## src/rtl/gpu_pkg.sv

```systemverilog
// Shared encodings for the GPU core slice: core phase, LSU progress and
// register-file write-back mux selects.
package gpu_pkg;

  typedef enum logic [2:0] {
    CORE_NONE    = 3'b000,
    CORE_FETCH   = 3'b001,
    CORE_DECODE  = 3'b010,
    CORE_REQUEST = 3'b011,
    CORE_WAIT    = 3'b100,
    CORE_EXECUTE = 3'b101,
    CORE_UPDATE  = 3'b110,
    CORE_DONE    = 3'b111
  } core_state_e;

  typedef enum logic [1:0] {
    LSU_IDLE       = 2'b00,
    LSU_REQUESTING = 2'b01,
    LSU_WAITING    = 2'b10,
    LSU_DONE       = 2'b11
  } lsu_state_e;

  // Register-file write-back source select
  localparam logic [1:0] REG_IN_ARITHMETIC = 2'b00;
  localparam logic [1:0] REG_IN_MEMORY     = 2'b01;
  localparam logic [1:0] REG_IN_CONSTANT   = 2'b10;

endpackage

```

## src/rtl/lsu_thread_if.sv

```systemverilog
// Memory-controller handshake for one LSU thread: a read channel and a write
// channel, each a valid/ready pair where ready is a one-cycle completion pulse.
interface lsu_thread_if #(
  parameter int ADDR_BITS = 8,
  parameter int DATA_BITS = 8
);

  logic                 mem_read_valid;
  logic [ADDR_BITS-1:0] mem_read_address;
  logic                 mem_read_ready;
  logic [DATA_BITS-1:0] mem_read_data;

  logic                 mem_write_valid;
  logic [ADDR_BITS-1:0] mem_write_address;
  logic [DATA_BITS-1:0] mem_write_data;
  logic                 mem_write_ready;

  // LSU side
  modport master (
    output mem_read_valid, mem_read_address,
    input  mem_read_ready, mem_read_data,
    output mem_write_valid, mem_write_address, mem_write_data,
    input  mem_write_ready
  );

  // Memory-controller side
  modport slave (
    input  mem_read_valid, mem_read_address,
    output mem_read_ready, mem_read_data,
    input  mem_write_valid, mem_write_address, mem_write_data,
    output mem_write_ready
  );

endinterface

```

## src/rtl/lsu_thread.sv

```systemverilog
// Per-thread load/store unit. One memory read or write per instruction,
// issued during the core REQUEST phase and retired back to IDLE on UPDATE.
// Optional watchdog: define LSU_TIMEOUT_EN to abort a WAITING request after
// TIMEOUT_CYCLES cycles without ready and raise the sticky lsu_error flag.
//
// state      | meaning
// -----------+---------------------------------------------------------------
// IDLE       | no instruction in flight; waits for REQUEST with a mem op
// REQUESTING | one cycle while the register file latches rs/rt
// WAITING    | valid held high until the matching ready pulse
// DONE       | access retired; waits for UPDATE to return to IDLE
module lsu_thread
  import gpu_pkg::*;
#(
  parameter int ADDR_BITS      = 8,
  parameter int DATA_BITS      = 8,
  parameter int TIMEOUT_CYCLES = 255
) (
  input  logic                 clk,
  input  logic                 reset,
  input  logic                 enable,
  input  logic                 thread_active,
  input  logic [2:0]           core_state,
  input  logic                 decoded_mem_read_enable,
  input  logic                 decoded_mem_write_enable,
  input  logic [DATA_BITS-1:0] rs,
  input  logic [DATA_BITS-1:0] rt,
  lsu_thread_if.master         mem,
  output logic [1:0]           lsu_state,
  output logic [DATA_BITS-1:0] lsu_out,
  output logic                 lsu_error
);

  lsu_state_e           state_q, state_d;
  logic                 op_read_q, op_read_d;
  logic                 rd_valid_q, rd_valid_d;
  logic [ADDR_BITS-1:0] rd_addr_q, rd_addr_d;
  logic                 wr_valid_q, wr_valid_d;
  logic [ADDR_BITS-1:0] wr_addr_q, wr_addr_d;
  logic [DATA_BITS-1:0] wr_data_q, wr_data_d;
  logic [DATA_BITS-1:0] out_q, out_d;
  logic                 done_hit;

`ifdef LSU_TIMEOUT_EN
  localparam int CNT_W = ($clog2(TIMEOUT_CYCLES + 1) > 8) ? $clog2(TIMEOUT_CYCLES + 1) : 8;
  localparam logic [CNT_W-1:0] CNT_LAST = CNT_W'(TIMEOUT_CYCLES - 1);

  logic [CNT_W-1:0] cnt_q, cnt_d;
  logic             err_q, err_d;
`endif

  // Next-state and next-output computation; everything holds while enable is low
  always_comb begin
    state_d    = state_q;
    op_read_d  = op_read_q;
    rd_valid_d = rd_valid_q;
    rd_addr_d  = rd_addr_q;
    wr_valid_d = wr_valid_q;
    wr_addr_d  = wr_addr_q;
    wr_data_d  = wr_data_q;
    out_d      = out_q;
`ifdef LSU_TIMEOUT_EN
    cnt_d      = cnt_q;
    err_d      = err_q;
`endif
    // Only the ready of the direction actually requested completes the access
    done_hit = op_read_q ? mem.mem_read_ready : mem.mem_write_ready;

    if (enable) begin
      case (state_q)
        LSU_IDLE: begin
          if (core_state == CORE_REQUEST && thread_active &&
              (decoded_mem_read_enable || decoded_mem_write_enable)) begin
            state_d   = LSU_REQUESTING;
            // Read wins when both enables are set
            op_read_d = decoded_mem_read_enable;
          end
        end
        LSU_REQUESTING: begin
          state_d = LSU_WAITING;
`ifdef LSU_TIMEOUT_EN
          cnt_d   = '0;
`endif
          if (op_read_q) begin
            rd_valid_d = 1'b1;
            rd_addr_d  = rs[ADDR_BITS-1:0];
          end else begin
            wr_valid_d = 1'b1;
            wr_addr_d  = rs[ADDR_BITS-1:0];
            wr_data_d  = rt;
          end
        end
        LSU_WAITING: begin
          if (done_hit) begin
            rd_valid_d = 1'b0;
            wr_valid_d = 1'b0;
            state_d    = LSU_DONE;
            if (op_read_q) out_d = mem.mem_read_data;
          end
`ifdef LSU_TIMEOUT_EN
          else if (cnt_q == CNT_LAST) begin
            rd_valid_d = 1'b0;
            wr_valid_d = 1'b0;
            state_d    = LSU_DONE;
            err_d      = 1'b1;
            if (op_read_q) out_d = '0;
          end else begin
            cnt_d = cnt_q + 1'b1;
          end
`endif
        end
        LSU_DONE: begin
          if (core_state == CORE_UPDATE) state_d = LSU_IDLE;
        end
        default: state_d = LSU_IDLE;
      endcase
    end
  end

  // State and output registers; reset withdraws any outstanding request
  always_ff @(posedge clk) begin
    if (reset) begin
      state_q    <= LSU_IDLE;
      op_read_q  <= 1'b0;
      rd_valid_q <= 1'b0;
      rd_addr_q  <= '0;
      wr_valid_q <= 1'b0;
      wr_addr_q  <= '0;
      wr_data_q  <= '0;
      out_q      <= '0;
    end else begin
      state_q    <= state_d;
      op_read_q  <= op_read_d;
      rd_valid_q <= rd_valid_d;
      rd_addr_q  <= rd_addr_d;
      wr_valid_q <= wr_valid_d;
      wr_addr_q  <= wr_addr_d;
      wr_data_q  <= wr_data_d;
      out_q      <= out_d;
    end
  end

`ifdef LSU_TIMEOUT_EN
  // Watchdog counter and sticky error flag
  always_ff @(posedge clk) begin
    if (reset) begin
      cnt_q <= '0;
      err_q <= 1'b0;
    end else begin
      cnt_q <= cnt_d;
      err_q <= err_d;
    end
  end

  assign lsu_error = err_q;
`else
  assign lsu_error = 1'b0;
`endif

  assign lsu_state             = state_q;
  assign lsu_out               = out_q;
  assign mem.mem_read_valid    = rd_valid_q;
  assign mem.mem_read_address  = rd_addr_q;
  assign mem.mem_write_valid   = wr_valid_q;
  assign mem.mem_write_address = wr_addr_q;
  assign mem.mem_write_data    = wr_data_q;

endmodule
```

## src/flat_wrapper.sv

```systemverilog
// flat-port wrapper written by rule: the top's interface ports become plain ports
module lsu_thread_flat import gpu_pkg::*;
#(
  parameter int ADDR_BITS      = 8,
  parameter int DATA_BITS      = 8,
  parameter int TIMEOUT_CYCLES = 255
)
  (clk, reset, enable, thread_active, core_state, decoded_mem_read_enable, decoded_mem_write_enable, rs, rt, lsu_state, lsu_out, lsu_error, mem_mem_read_valid, mem_mem_read_address, mem_mem_read_ready, mem_mem_read_data, mem_mem_write_valid, mem_mem_write_address, mem_mem_write_data, mem_mem_write_ready);
  lsu_thread_if #(.ADDR_BITS(ADDR_BITS), .DATA_BITS(DATA_BITS)) mem_i ();
  input  logic clk;
  input  logic reset;
  input  logic enable;
  input  logic thread_active;
  input  logic [2:0] core_state;
  input  logic decoded_mem_read_enable;
  input  logic decoded_mem_write_enable;
  input  logic [DATA_BITS-1:0] rs;
  input  logic [DATA_BITS-1:0] rt;
  output logic [1:0] lsu_state;
  output logic [DATA_BITS-1:0] lsu_out;
  output logic lsu_error;
  output wire logic [$bits(mem_i.mem_read_valid)-1:0] mem_mem_read_valid;
  output wire logic [$bits(mem_i.mem_read_address)-1:0] mem_mem_read_address;
  input wire logic [$bits(mem_i.mem_read_ready)-1:0] mem_mem_read_ready;
  input wire logic [$bits(mem_i.mem_read_data)-1:0] mem_mem_read_data;
  output wire logic [$bits(mem_i.mem_write_valid)-1:0] mem_mem_write_valid;
  output wire logic [$bits(mem_i.mem_write_address)-1:0] mem_mem_write_address;
  output wire logic [$bits(mem_i.mem_write_data)-1:0] mem_mem_write_data;
  input wire logic [$bits(mem_i.mem_write_ready)-1:0] mem_mem_write_ready;
  assign mem_mem_read_valid = mem_i.mem_read_valid;
  assign mem_mem_read_address = mem_i.mem_read_address;
  assign mem_i.mem_read_ready = mem_mem_read_ready;
  assign mem_i.mem_read_data = mem_mem_read_data;
  assign mem_mem_write_valid = mem_i.mem_write_valid;
  assign mem_mem_write_address = mem_i.mem_write_address;
  assign mem_mem_write_data = mem_i.mem_write_data;
  assign mem_i.mem_write_ready = mem_mem_write_ready;
  lsu_thread #(.ADDR_BITS(ADDR_BITS), .DATA_BITS(DATA_BITS), .TIMEOUT_CYCLES(TIMEOUT_CYCLES)) u_core (.clk(clk), .reset(reset), .enable(enable), .thread_active(thread_active), .core_state(core_state), .decoded_mem_read_enable(decoded_mem_read_enable), .decoded_mem_write_enable(decoded_mem_write_enable), .rs(rs), .rt(rt), .mem(mem_i), .lsu_state(lsu_state), .lsu_out(lsu_out), .lsu_error(lsu_error));
endmodule
```

## config.mk

```make
export PLATFORM = sky130hd
export DESIGN_NAME = lsu_thread_flat
export DESIGN_NICKNAME = d
export VERILOG_FILES = /design/src/rtl/gpu_pkg.sv /design/src/rtl/lsu_thread_if.sv /design/src/rtl/lsu_thread.sv /design/src/flat_wrapper.sv
export SDC_FILE = /design/constraint.sdc
export NUM_CORES = 1
export LEC_CHECK = 0
export ABC_CLOCK_PERIOD_IN_PS = 3700
export CORE_UTILIZATION = 35
export CTS_CLUSTER_DIAMETER = 60
export DETAILED_ROUTE_END_ITERATION = 8
export HOLD_SLACK_MARGIN = 0.05
export PLACE_DENSITY = 0.7
export SYNTH_ARGS = -nofsm -noshare
export SYNTH_HDL_FRONTEND = slang
export SYNTH_SLANG_ARGS = --single-unit
```

## constraint.sdc

```tcl
create_clock -name clk -period 3.7 [get_ports clk]
set_input_delay 0.74 -clock clk [delete_from_list [all_inputs] [get_ports clk]]
set_output_delay 0.74 -clock clk [all_outputs]
set_load 0.005 [all_outputs]
```

# Yosys cells after proc, flatten, opt, wreduce, memory -nomap -nowiden
# Index checks and enable logic that the tools add are counted.
totals:
  wordCells: 41
  register_bits: 37
  input_bits: 35
classes:
  n_eq_ne: 10
  n_reduce_logical: 12
  muxes: 10
  n_bitwise: 1
ops:
  columns: ["operator", "count"]
  rows:
  - ["$reduce_and A4 Y1", 4]
  - ["$reduce_and A3 Y1", 3]
  - ["$ne A2 B1 Y1 const B", 4]
  - ["$pmux W2 S4", 1]
  - ["$mux W2", 3]
  - ["$eq A2 B2 Y1 const B", 2]
  - ["$mux W1", 4]
  - ["$pmux W1 S2", 2]
  - ["$eq A3 B2 Y1 const B", 1]
  - ["$eq A3 B3 Y1 const B", 1]
  - ["$eq A2 B1 Y1 const B", 1]
  - ["$logic_and A1 B1 Y1", 2]
  - ["$logic_not A2 Y1", 1]
  - ["$ne A2 B2 Y1 const B", 1]
  - ["$reduce_bool A2 Y1", 1]
  - ["$logic_or A1 B1 Y1", 1]
  - ["$not A1 Y1", 1]

# Longest topological paths before layout
depth:
  ltp_word: 5
  depth_mapped: 8
  depth_no_buf: 6

# Least setup slack after synthesis
# No wires, ideal clock.
synth_timing:
  path_type: "input to register"
  start: "input port enable"
  end: "register u_core.wr_addr_q[2] (netlist: u_core.mem.mem_write_address[2])"
  setup_ns: 0.133
  t_required_ns: 3.567
  arrival_ns: 1.376
  path_slack_ns: 2.190
  path_stages: 6
  path_cell_list: "buf_2 -> and2_1 -> buf_6 -> buf_12 -> nand2_1 -> a21oi_2"
synth_between:
  elab_chain_cells: 1
synth_lines:
  columns: ["item", "line", "text"]
  rows:
  - ["from (decl)", "flat_wrapper.sv:12", "input logic enable;"]
  - ["$reduce_and A3 Y1 (no line)", null, null]
  - ["to (signal assigned)", "lsu_thread.sv:137", "wr_addr_q <= wr_addr_d;"]
  - ["to (decl)", "lsu_thread.sv:39", "logic [ADDR_BITS-1:0] wr_addr_q, wr_addr_d;"]
# Every way passes these cells.
# A chain may end at the register's enable or synchronous reset.

# Worst setup path after layout
layout_timing:
  start: "input port enable"
  end: "register u_core.wr_addr_q[5] (netlist: u_core.mem.mem_write_address[5])"
# The elaborated chain is that of the path after synthesis.

==> flow_summary.ini <==
[floorplanning]
io-pin-count = 72
dieArea_um2 = 4607
initial_utilization = 0.3717
coreArea_um2 = 4086
floorplan.die.height_um = 67.88
die_width_um = 67.88
row_count = 23

[yosys]
synthAdderAreaFrac = 0.04119
synth_compound_gate_area_share = 0.1104
synthTopCellsByArea = dfxtp_1 49%, nand2_1 13%, mux2i_1 7.9%
synth_cell_types = 28
async_flop_share = 0
synthXorXnorAreaFrac = 0
ys_warn_count = 0
synthSimpleGateAreaFrac = 0.2265
synth_top_family_by_area = simple AND/OR/NAND/NOR gates
ys.flop_type = dfxtp_1
synth-seq-cells = 37
synthDominantCellAreaShare = 0.4876
leading_area_contributor_after_synthesis = dfxtp_1
cells_after_synthesis = 176
synth_edf_count = 0
synth.net_count = 216
avgSynthCellArea_um2 = 8.630
synth-seq-area-share = 0.4876
mux_contribution_to_synthesized_area = 0.07908
syn-cell-area_um2 = 1519

[layout]
drive_gt1_frac = 0.05714
nets = 284
post-route-util = 0.5710
area.growth.synth_to_final_pct = 53.62
filler_cell_count = 399
insertedDiodeCount = 0
multi_input_combinational_cell_area_um2 = 698.2
regArea_um2 = 740.7

[pwr]
internal-power_w = 0.0006669
leakage_nw = 0.8644
power.share.switching = 0.1953
power.switching_w = 0.0001619
power.combinational.fraction = 0.085
max_ir_drop_vdd_mv = 0.2008
seqPwrFrac = 0.488
clockPowerShare = 0.427
power.density_nw_per_um2 = 355.2

[timing]
timing_hold_violations_final = 0
maxClockFrequency_ghz = 0.5027
timing.slew.headroom = 0.6178
setup_viol = 0
finalCriticalPeriod_ps = 1989
worst-slew-pin-transition_ps = 573.3
slew_viol_final = 0
rsz0062_at_grt = no
share_of_the_clock_period_used_by_the_worst_path = 0.5377
clock_skew_ps = 5.869
fin_setup_tns_ps = 0

[clock_network]
clk_pin_slew_worst_paths_ps = 70
cts-hold-fix-buffers = 0
clkLatencyLatePin_ps = 280
cts_setup_buffers = 0
cts_max_path_buffers = 2
cts_sinks = 37
cts_tree = built
cts_made_buffers = 5
post_cts.resized_instances = 0
cts_h_tree_depth = 2
clock-root-buffer = clkbuf_8

[worst_setup_path]
path_max_fanout = 16
launching_element_type_of_the_critical_path = input port
worstSetupEndpointType = flop
r2r_end = u_core.mem.mem_write_address[5]
worst_r2r_path_depth = 6
arrival_ps = 2200
critical_path_class = input port to flop
worst_r2r_startpoint = u_core.lsu_state[1]
crit_required_ps = 3910
regToRegSetupSlack_ps = 2020

[routing]
drtAntennaViolNets = 0
num_vias = 1350
remaining_drc_errors = 0
detailedRoute.firstIterationViolations = 78
routed_wire_length_per_instance_um = 11.73
avgViaCountPerCell = 4.576
drt-pass1-iter-count = 4
total_wire_length_um = 3460

[placed_design]
gp_congestion = 0.7471
numPortBuffers = 70
detailedPlacementHpwl_um = 2401

[grt]
antenna_found_initial = 0
grt_first_pass_wirelength_um = 5402
gr-total-overflow = 0
largest_net_degree_at_the_start_of_global_routing = 28
track_usage = 0.1581
grt_pass1_vias = 1212

[run_status]
outcome = finished, final reports clean

[job]
maximum_capacitance_violations = 0

[hold_path]
hold_class = flop to flop
timing.hold.worst_path_depth = 2
worstHoldEndpoint = u_core.lsu_out[6]
hold_path_startpoint = u_core.lsu_out[6]
power groups by stage:
stage / Combinational, W / Clock, W / Sequential, W
floorplan: 0.0000238 / 0 / 0.000414
global placement: 0.0000709 / 0 / 0.000414
detailed placement: 0.0000708 / 0 / 0.000414
CTS: 0.0000714 / 0.000368 / 0.000404
global route: 0.0000774 / 0.000386 / 0.000405
finish: 0.0000707 / 0.000354 / 0.000404
cell usage in the layout (no fill, tap or decap):
cell	Yosys	layout
bufinv_16	0	1
nand2_1	53	53
a21oi_2	4	4
nor2b_2	1	1
conb_1	1	1
nor2_1	10	10
buf_4	2	1
nand4_1	2	2
or2_0	1	1
nand2_2	1	1
a21oi_1	22	22
clkbuf_1	1	1
inv_1	2	2
nand2b_1	3	3
or3_1	2	2
dfxtp_1	37	37
clkbuf_8	0	6
o21bai_1	1	1
nand3b_1	1	1
and4_1	1	1
mux2i_1	12	12
nand4b_1	1	1
clkdlybuf4s50_1	0	70
o21ai_0	3	3
and2_1	2	2
nor3_1	1	1
ha_1	5	5
flip-flops by register name, indices dropped and copies added, names as in the netlist:
| signal | count |
|---|---|
| u_core.mem.mem_write_data | 8 |
| u_core.lsu_state | 2 |
| u_core.mem.mem_read_address | 8 |
| u_core.lsu_out | 8 |
| u_core.op_read_q | 1 |
| u_core.mem.mem_read_valid | 1 |
| u_core.mem.mem_write_valid | 1 |
| u_core.mem.mem_write_address | 8 |
per-layer routing:
metal | track usage | vias up | wire (um)
li1 | - | 709 | -
met1 | 0.1908 | 591 | 1594
met2 | 0.2562 | 48 | 1515
met3 | 0.06000 | 2 | 336
met4 | 0.05469 | 0 | 13
met5 | 0 | - | 0
cell families after synthesis:
family / after synthesis
flip-flops: 37
AO/OA/AOI/OAI: 30
multiplexers: 12
buffers and inverters: 12
other: 1
AND/OR/NAND/NOR: 79
adder cells (fa/ha/maj): 5
Yosys cell counts, types with 3 or more instances:
cell       n
a21oi_2    4
dfxtp_1   37
nand2_1   53
ha_1       5
nor2_1    10
buf_2      3
o21ai_0    3
nand2b_1   3
a21oi_1   22
mux2i_1   12
how the worst max path moves through the flow:
stage / from / end / slack, ps / cells after the start
floorplan: enable / u_core.mem.mem_write_address[2] / 2190 / 6
CTS: enable / u_core.mem.mem_write_address[5] / 1690 / 4
detailed placement: enable / u_core.mem.mem_write_address[5] / 1380 / 4
finish: enable / u_core.mem.mem_write_address[5] / 1710 / 4
global route: enable / u_core.mem.mem_write_address[5] / 1540 / 4
global placement: enable / u_core.mem.mem_write_address[5] / 1460 / 4
area by class of cell:
type                            instances  area share
Sequential cell                        37      0.3174
Multi-Input combinational cell        127      0.2992
Clock buffer                            7     0.03700
Clock inverter                          1     0.01287
Timing Repair Buffer                   71      0.3035
Inverter                                2    0.003217
Tap cell                               50     0.02681
worst max-delay path, stage by stage:
cell and delay, ps:
clkdlybuf4s50_1 630, and2_1 550, nand2_1 150, a21oi_2 130
metrics by stage:
step	area, um^2	worst slack [ps]	instances	total power (W)	hold slack (ps)
floorplan	1519	2190	176	0.0004374	452.7
global placement	2217	1461	287	0.0004845	441.4
detailed placement	2217	1377	287	0.0004844	447.1
CTS	2333	1690	295	0.0008437	457.1
global route	2333	1540	295	0.0008683	470.6
finish	2333	1711	295	0.0008288	453.5
Note: power is estimated with default switching activity, not from simulation.
